===== src/rtl/score_keeper_pkg.sv =====
// Shared constants and helpers for the score keeper: game-state encodings,
// BCD point values and the add-sequencer state type.
package score_keeper_pkg;

    localparam logic [1:0] ST_PRE = 2'd0;
    localparam logic [1:0] ST_RUN = 2'd1;
    localparam logic [1:0] ST_DEL = 2'd2;
    localparam logic [1:0] ST_END = 2'd3;

    localparam int LINES_PER_LEVEL_DEF = 10;
    localparam int MAX_LEVEL_DEF       = 9;

    localparam logic [23:0] PTS_1 = 24'h000040;
    localparam logic [23:0] PTS_2 = 24'h000100;
    localparam logic [23:0] PTS_3 = 24'h000300;
    localparam logic [23:0] PTS_4 = 24'h001200;

    typedef enum logic {
        FSM_IDLE,
        FSM_ADD
    } fsm_t;

    function automatic logic [23:0] points_for(input logic [2:0] n);
        case (n)
            3'd1:    return PTS_1;
            3'd2:    return PTS_2;
            3'd3:    return PTS_3;
            3'd4:    return PTS_4;
            default: return 24'h000000;
        endcase
    endfunction

    // The gameplay stage can report up to 7; only four rows can ever clear at once.
    function automatic logic [2:0] clamp_get(input logic [2:0] g);
        return (g > 3'd4) ? 3'd4 : g;
    endfunction

endpackage


===== src/rtl/score_keeper_bcd_add6.sv =====
// Combinational 6-digit packed-BCD adder, digit-serial ripple with +6 correction.
module bcd_add6 (
    input  logic [23:0] a,
    input  logic [23:0] b,
    output logic [23:0] sum,
    output logic        cout
);

    logic [4:0] digit;
    logic       carry;

    // NOTE: every variable written here gets a default first so no latch is inferred.
    always_comb begin
        digit = 5'd0;
        carry = 1'b0;
        sum   = 24'h000000;
        for (int i = 0; i < 6; i++) begin
            digit = {1'b0, a[4*i +: 4]} + {1'b0, b[4*i +: 4]} + {4'b0000, carry};
            if (digit > 5'd9) begin
                digit = digit + 5'd6;
                carry = 1'b1;
            end else begin
                carry = 1'b0;
            end
            sum[4*i +: 4] = digit[3:0];
        end
        cout = carry;
    end

endmodule


===== src/rtl/score_keeper.sv =====
// Score keeper: captures line clears from the gameplay stage and accumulates
// BCD score (repeated add, level+1 cycles), BCD line total and level.
module score_keeper
    import score_keeper_pkg::*;
#(
    parameter int LINES_PER_LEVEL = LINES_PER_LEVEL_DEF,
    parameter int MAX_LEVEL       = MAX_LEVEL_DEF
) (
    input  logic        clk,
    input  logic        rst,
    input  logic [1:0]  state,
    input  logic [2:0]  get,
    output logic [23:0] score,
    output logic [11:0] lines,
    output logic [3:0]  level,
    output logic        busy,
    output logic        level_up
);

    logic [1:0]  prev_state;
    logic [2:0]  pend;
    logic [2:0]  cmt_n;
    logic        commit_req;
    fsm_t        fsm_q;
    fsm_t        fsm_d;
    logic [23:0] base;
    logic [4:0]  rep;
    logic [4:0]  lines_in_level;
    logic [4:0]  lil_sum;

    logic [23:0] score_sum;
    logic        score_cout;
    logic [23:0] lines_sum;
    logic        lines_cout;
    logic        lines_sat;

    logic clear_req;
    logic do_commit;
    logic do_add;

    bcd_add6 u_score_add (
        .a    (score),
        .b    (base),
        .sum  (score_sum),
        .cout (score_cout)
    );

    // Lines reuse the same adder with the upper three digits held at zero.
    bcd_add6 u_lines_add (
        .a    ({12'h000, lines}),
        .b    ({21'h000000, cmt_n}),
        .sum  (lines_sum),
        .cout (lines_cout)
    );

    assign lines_sat = lines_cout || (lines_sum[23:12] != 12'h000);
    assign lil_sum   = lines_in_level + {2'b00, cmt_n};
    assign clear_req = (state == ST_PRE);
    assign do_commit = (fsm_q == FSM_IDLE) && commit_req && !clear_req && (state != ST_END);
    assign do_add    = (fsm_q == FSM_ADD) && !clear_req;

    // NOTE: sequential state uses non-blocking assignments so every flop samples pre-edge values.
    always_ff @(posedge clk or posedge rst) begin
        if (rst) fsm_q <= FSM_IDLE;
        else     fsm_q <= fsm_d;
    end

    always_comb begin
        fsm_d = fsm_q;
        if (clear_req) begin
            fsm_d = FSM_IDLE;
        end else if (fsm_q == FSM_IDLE) begin
            if (do_commit) fsm_d = FSM_ADD;
        end else begin
            if (score_cout || rep == 5'd1) fsm_d = FSM_IDLE;
        end
    end

    always_comb begin
        busy = (fsm_q == FSM_ADD);
    end

    // Capture keeps running during an add so a clear in a new DEL phase is never lost.
    always_ff @(posedge clk or posedge rst) begin
        if (rst) begin
            prev_state <= ST_PRE;
            pend       <= 3'd0;
            cmt_n      <= 3'd0;
            commit_req <= 1'b0;
        end else begin
            prev_state <= state;
            if (clear_req) begin
                pend       <= 3'd0;
                commit_req <= 1'b0;
            end else begin
                if (do_commit) commit_req <= 1'b0;
                if (state == ST_DEL) begin
                    if (clamp_get(get) > pend) pend <= clamp_get(get);
                end else if (prev_state == ST_DEL && pend != 3'd0) begin
                    commit_req <= 1'b1;
                    cmt_n      <= pend;
                    pend       <= 3'd0;
                end
            end
        end
    end

    always_ff @(posedge clk or posedge rst) begin
        if (rst) begin
            score          <= 24'h000000;
            lines          <= 12'h000;
            level          <= 4'd0;
            lines_in_level <= 5'd0;
            level_up       <= 1'b0;
            base           <= 24'h000000;
            rep            <= 5'd0;
        end else begin
            level_up <= 1'b0;
            if (clear_req) begin
                score          <= 24'h000000;
                lines          <= 12'h000;
                level          <= 4'd0;
                lines_in_level <= 5'd0;
            end else begin
                if (do_commit) begin
                    base  <= points_for(cmt_n);
                    rep   <= {1'b0, level} + 5'd1;
                    lines <= lines_sat ? 12'h999 : lines_sum[11:0];
                    if (lil_sum >= 5'(LINES_PER_LEVEL)) begin
                        if (level < 4'(MAX_LEVEL)) begin
                            level          <= level + 4'd1;
                            lines_in_level <= lil_sum - 5'(LINES_PER_LEVEL);
                            level_up       <= 1'b1;
                        end else begin
                            lines_in_level <= 5'(LINES_PER_LEVEL - 1);
                        end
                    end else begin
                        lines_in_level <= lil_sum;
                    end
                end
                // A carry out of the top digit pins the score and ends the add early.
                if (do_add) begin
                    if (score_cout) begin
                        score <= 24'h999999;
                    end else begin
                        score <= score_sum;
                        rep   <= rep - 5'd1;
                    end
                end
            end
        end
    end

endmodule


===== config.mk =====
export PLATFORM = sky130hd
export DESIGN_NAME = score_keeper
export DESIGN_NICKNAME = d
export VERILOG_FILES = /design/src/rtl/score_keeper_pkg.sv /design/src/rtl/score_keeper_bcd_add6.sv /design/src/rtl/score_keeper.sv
export SDC_FILE = /design/constraint.sdc
export NUM_CORES = 1
export LEC_CHECK = 0
export CAP_MARGIN = 20
export CELL_PAD_IN_SITES_DETAIL_PLACEMENT = 1
export CELL_PAD_IN_SITES_GLOBAL_PLACEMENT = 2
export CORE_ASPECT_RATIO = 1.75
export CORE_MARGIN = 3
export CORE_UTILIZATION = 35
export CTS_CLUSTER_DIAMETER = 200
export CTS_CLUSTER_SIZE = 16
export DETAILED_ROUTE_END_ITERATION = 12
export PLACE_DENSITY = 0.84
export SETUP_SLACK_MARGIN = 0.2
export SLEW_MARGIN = 20
export SYNTH_ARGS = -nofsm -noshare
export SYNTH_HDL_FRONTEND = slang
export SYNTH_SLANG_ARGS = --single-unit

===== constraint.sdc =====
create_clock -name clk -period 8.5 [get_ports clk]
set_clock_uncertainty 0.1 [all_clocks]
set_input_delay 2.55 -clock clk [delete_from_list [all_inputs] [get_ports clk]]
set_output_delay 2.55 -clock clk [all_outputs]
set_load 0.05 [all_outputs]

==> results.cfg <==
[sta]
worst_slack_ps = 712
fmax_ghz = 0.128
drv_slew = 0
setup_violations = 0
worstMarginPinSlew_ps = 878
tns_ps = 0
hold_violations = 0
rsz0062_at_grt = false
finalCriticalPeriod_ps = 7790
timing.final.crit_share = 0.916
relSlewSlack = 0.414

[global_route]
grt_use_met2 = 0.351
grt-busiest-layer = met2
grt_util_met3 = 0.0276
grt_util_met1 = 0.184
grt_usage = 0.176
grt_pass1_vias = 4073
overflow = 0
antenna_found_initial = 0
grt_pass1_wl_mm = 19.8
grt_max_degree = 66

[finish]
area_delta_synth_final_pct = 26.6
multiInputGateArea_sq_um = 2610
diodes = 0
fill_cells = 1365
seq_area_sq_um = 1630
final_cell_mix = dfrtp_1 (65), clkdlybuf4s50_1 (48), inv_1 (36), nand2_1 (34)
drive_gt1_frac = 0.114
layout_commonest_cell = dfrtp_1
final_nets = 572

[detailed_routing]
vias = 3724
routed_wl_mm = 11.8
wl_per_cell_um = 17.0
dr.pass1.iters = 4
drtAntennaViolNets = 0
drc_errors = 0
routed_via_density = 5.38
drtIter0Drc = 160

[synth]
synth-main-ff-cell = dfrtp_1
ys_seq_elements = 65
synth_edf_count = 0
synth_top_area_frac = 0.377
avgSynthCellArea_sq_um = 9.23
yosysTopAreaCell = dfrtp_1
syn_nets = 517
synth_cell_types = 62
netlist_top_cells_area = dfrtp_1 (38%), ha_1 (11%), xnor2_1 (4.3%)
synthesis.area_sq_um = 4310
yosysSeqAreaShare = 0.377
netlist_instances = 467
yosysWarnings = 0
synth-async-reset-ratio = 1.00

[worst_setup_path]
worstPathMaxFanout = 5
regToRegSetupSlack_ps = 710
path_delay_family = adder cells
worstSetupEndpointType = register
critPathKind = register to register
critPathMostFrequentCell = inv_1
critPathBufInv = 8
cpPeakStageDelay_ps = 460
startpoint_type = register
critPathArrivalTime_ps = 7900
cp.required_ps = 8610
critical-path-slowest-cell = fa_2

[floorplanning]
ios = 49
initial_core_util = 0.359
fp.dieH_um = 153
num_rows = 53
die_area_sq_um = 13700
die_w_um = 89.9
core_sq_um = 12000

[placement]
gp_congestion = 0.834
place_ws_ps = 6.16
dpl.hpwl_mm = 8.60
portBuffers = 48

[cts]
clk_latency_ps = 330
cts_inserted_buffers = 9
cts_tree = built
clk_pin_slew_ps = 50
ctsHoldBuffers = 0
htreeDepth = 3
clockBufferDepth = 2
cts_root_buffer = clkbuf_16
clock_sinks = 65

[run_status]
status = finished, final reports clean

[hold_path]
min_path_type = register to register

[power_and_ir_drop]
power_density_nw_per_um2 = 262
leakagePower_nw = 2.42
ir_drop_v = 0.000116

[flow_run]
max_cap_viol_count = 0
per-stage QoR:
stage	total power [mW]	util	instances	hold slack (ps)	instance area, sq um
6_report	1.43	0.455	692	386	5460
4_1_cts	1.42	0.444	689	392	5330
3_5_place_dp	1.03	0.416	673	380	4990
5_1_grt	1.53	0.455	692	412	5460
2_1_floorplan	0.849	-	467	339	4310
3_3_place_gp	1.00	0.416	673	354	4990
metal layers:
layer,routed length (um),part of all wire,vias up
li1,-,-,1782
met1,4580,0.39,1881
met2,6730,0.57,47
met3,229,0.019,14
met4,244,0.021,0
met5,0,0,-
final timing paths:
check | startpoint | to | cells after the start
min in group asynchronous | rst | score[5] | 3
min reg2reg | commit_req | commit_req | 2
max reg2reg | score[1] | score[19] | 38
max | score[1] | score[19] | 38
min | commit_req | commit_req | 2
max in group asynchronous | rst | score[4] | 3
where the power goes:
group	leakage (nW)	total (mW)	switching, mW	internal, mW
clock	0.153	0.383	0.132	0.251
combinational	1.39	0.610	0.366	0.245
sequential	0.871	0.436	0.0694	0.367
total	2.42	1.43	0.567	0.862
cells by family after synthesis:
family | synth area share
compound gates | 0.213
flops | 0.377
xor+xnor | 0.0546
mux | 0.0200
fa+ha+maj | 0.133
simple gates | 0.153
buf+inv | 0.0490
cell type report:
| class | count | area share |
|---|---|---|
| multi-input cells | 349 | 0.478 |
| flip-flops and latches | 65 | 0.298 |
| well taps | 165 | 0.0378 |
| clock inverters | 2 | 0.00642 |
| repair buffers | 60 | 0.105 |
| clock buffers | 14 | 0.0502 |
| inverters | 37 | 0.0254 |
synthesized netlist by cell type, types with 10 or more instances:
master and count:
a21oi_1 35, clkbuf_1 11, dfrtp_1 65, ha_1 38
inv_1 37, nand2_1 35, nand3_1 19, nor2_1 29
nor3_1 17, o21ai_0 27, o21ai_1 10, xnor2_1 21
worst register-to-register path: cells and delay by family (launching register included):
kind	cells	cell delay, ps
buffers and inverters	8	760
AOI/OAI and AO/OA	12	1970
adders and majority gates	13	3640
DFF	1	400
and+or+nand+nor	5	820
sequential cells by signal, indices dropped and copies added (netlist names), 2 cells and up:
| name | count |
|---|---|
| score | 24 |
| lines | 12 |
| level | 4 |
| rep | 5 |
| prev_state | 2 |
| cmt_n | 3 |
| base | 4 |
| lines_in_level | 5 |
| pend | 3 |
what timing repair did:
action | in CTS | in global routing
setup endpoints to repair | 22 | 29
resized for setup | 8 | 23
buffers inserted | 0 | 3
pin swaps | 0 | 4
Note: power is estimated with default switching activity, not from simulation.
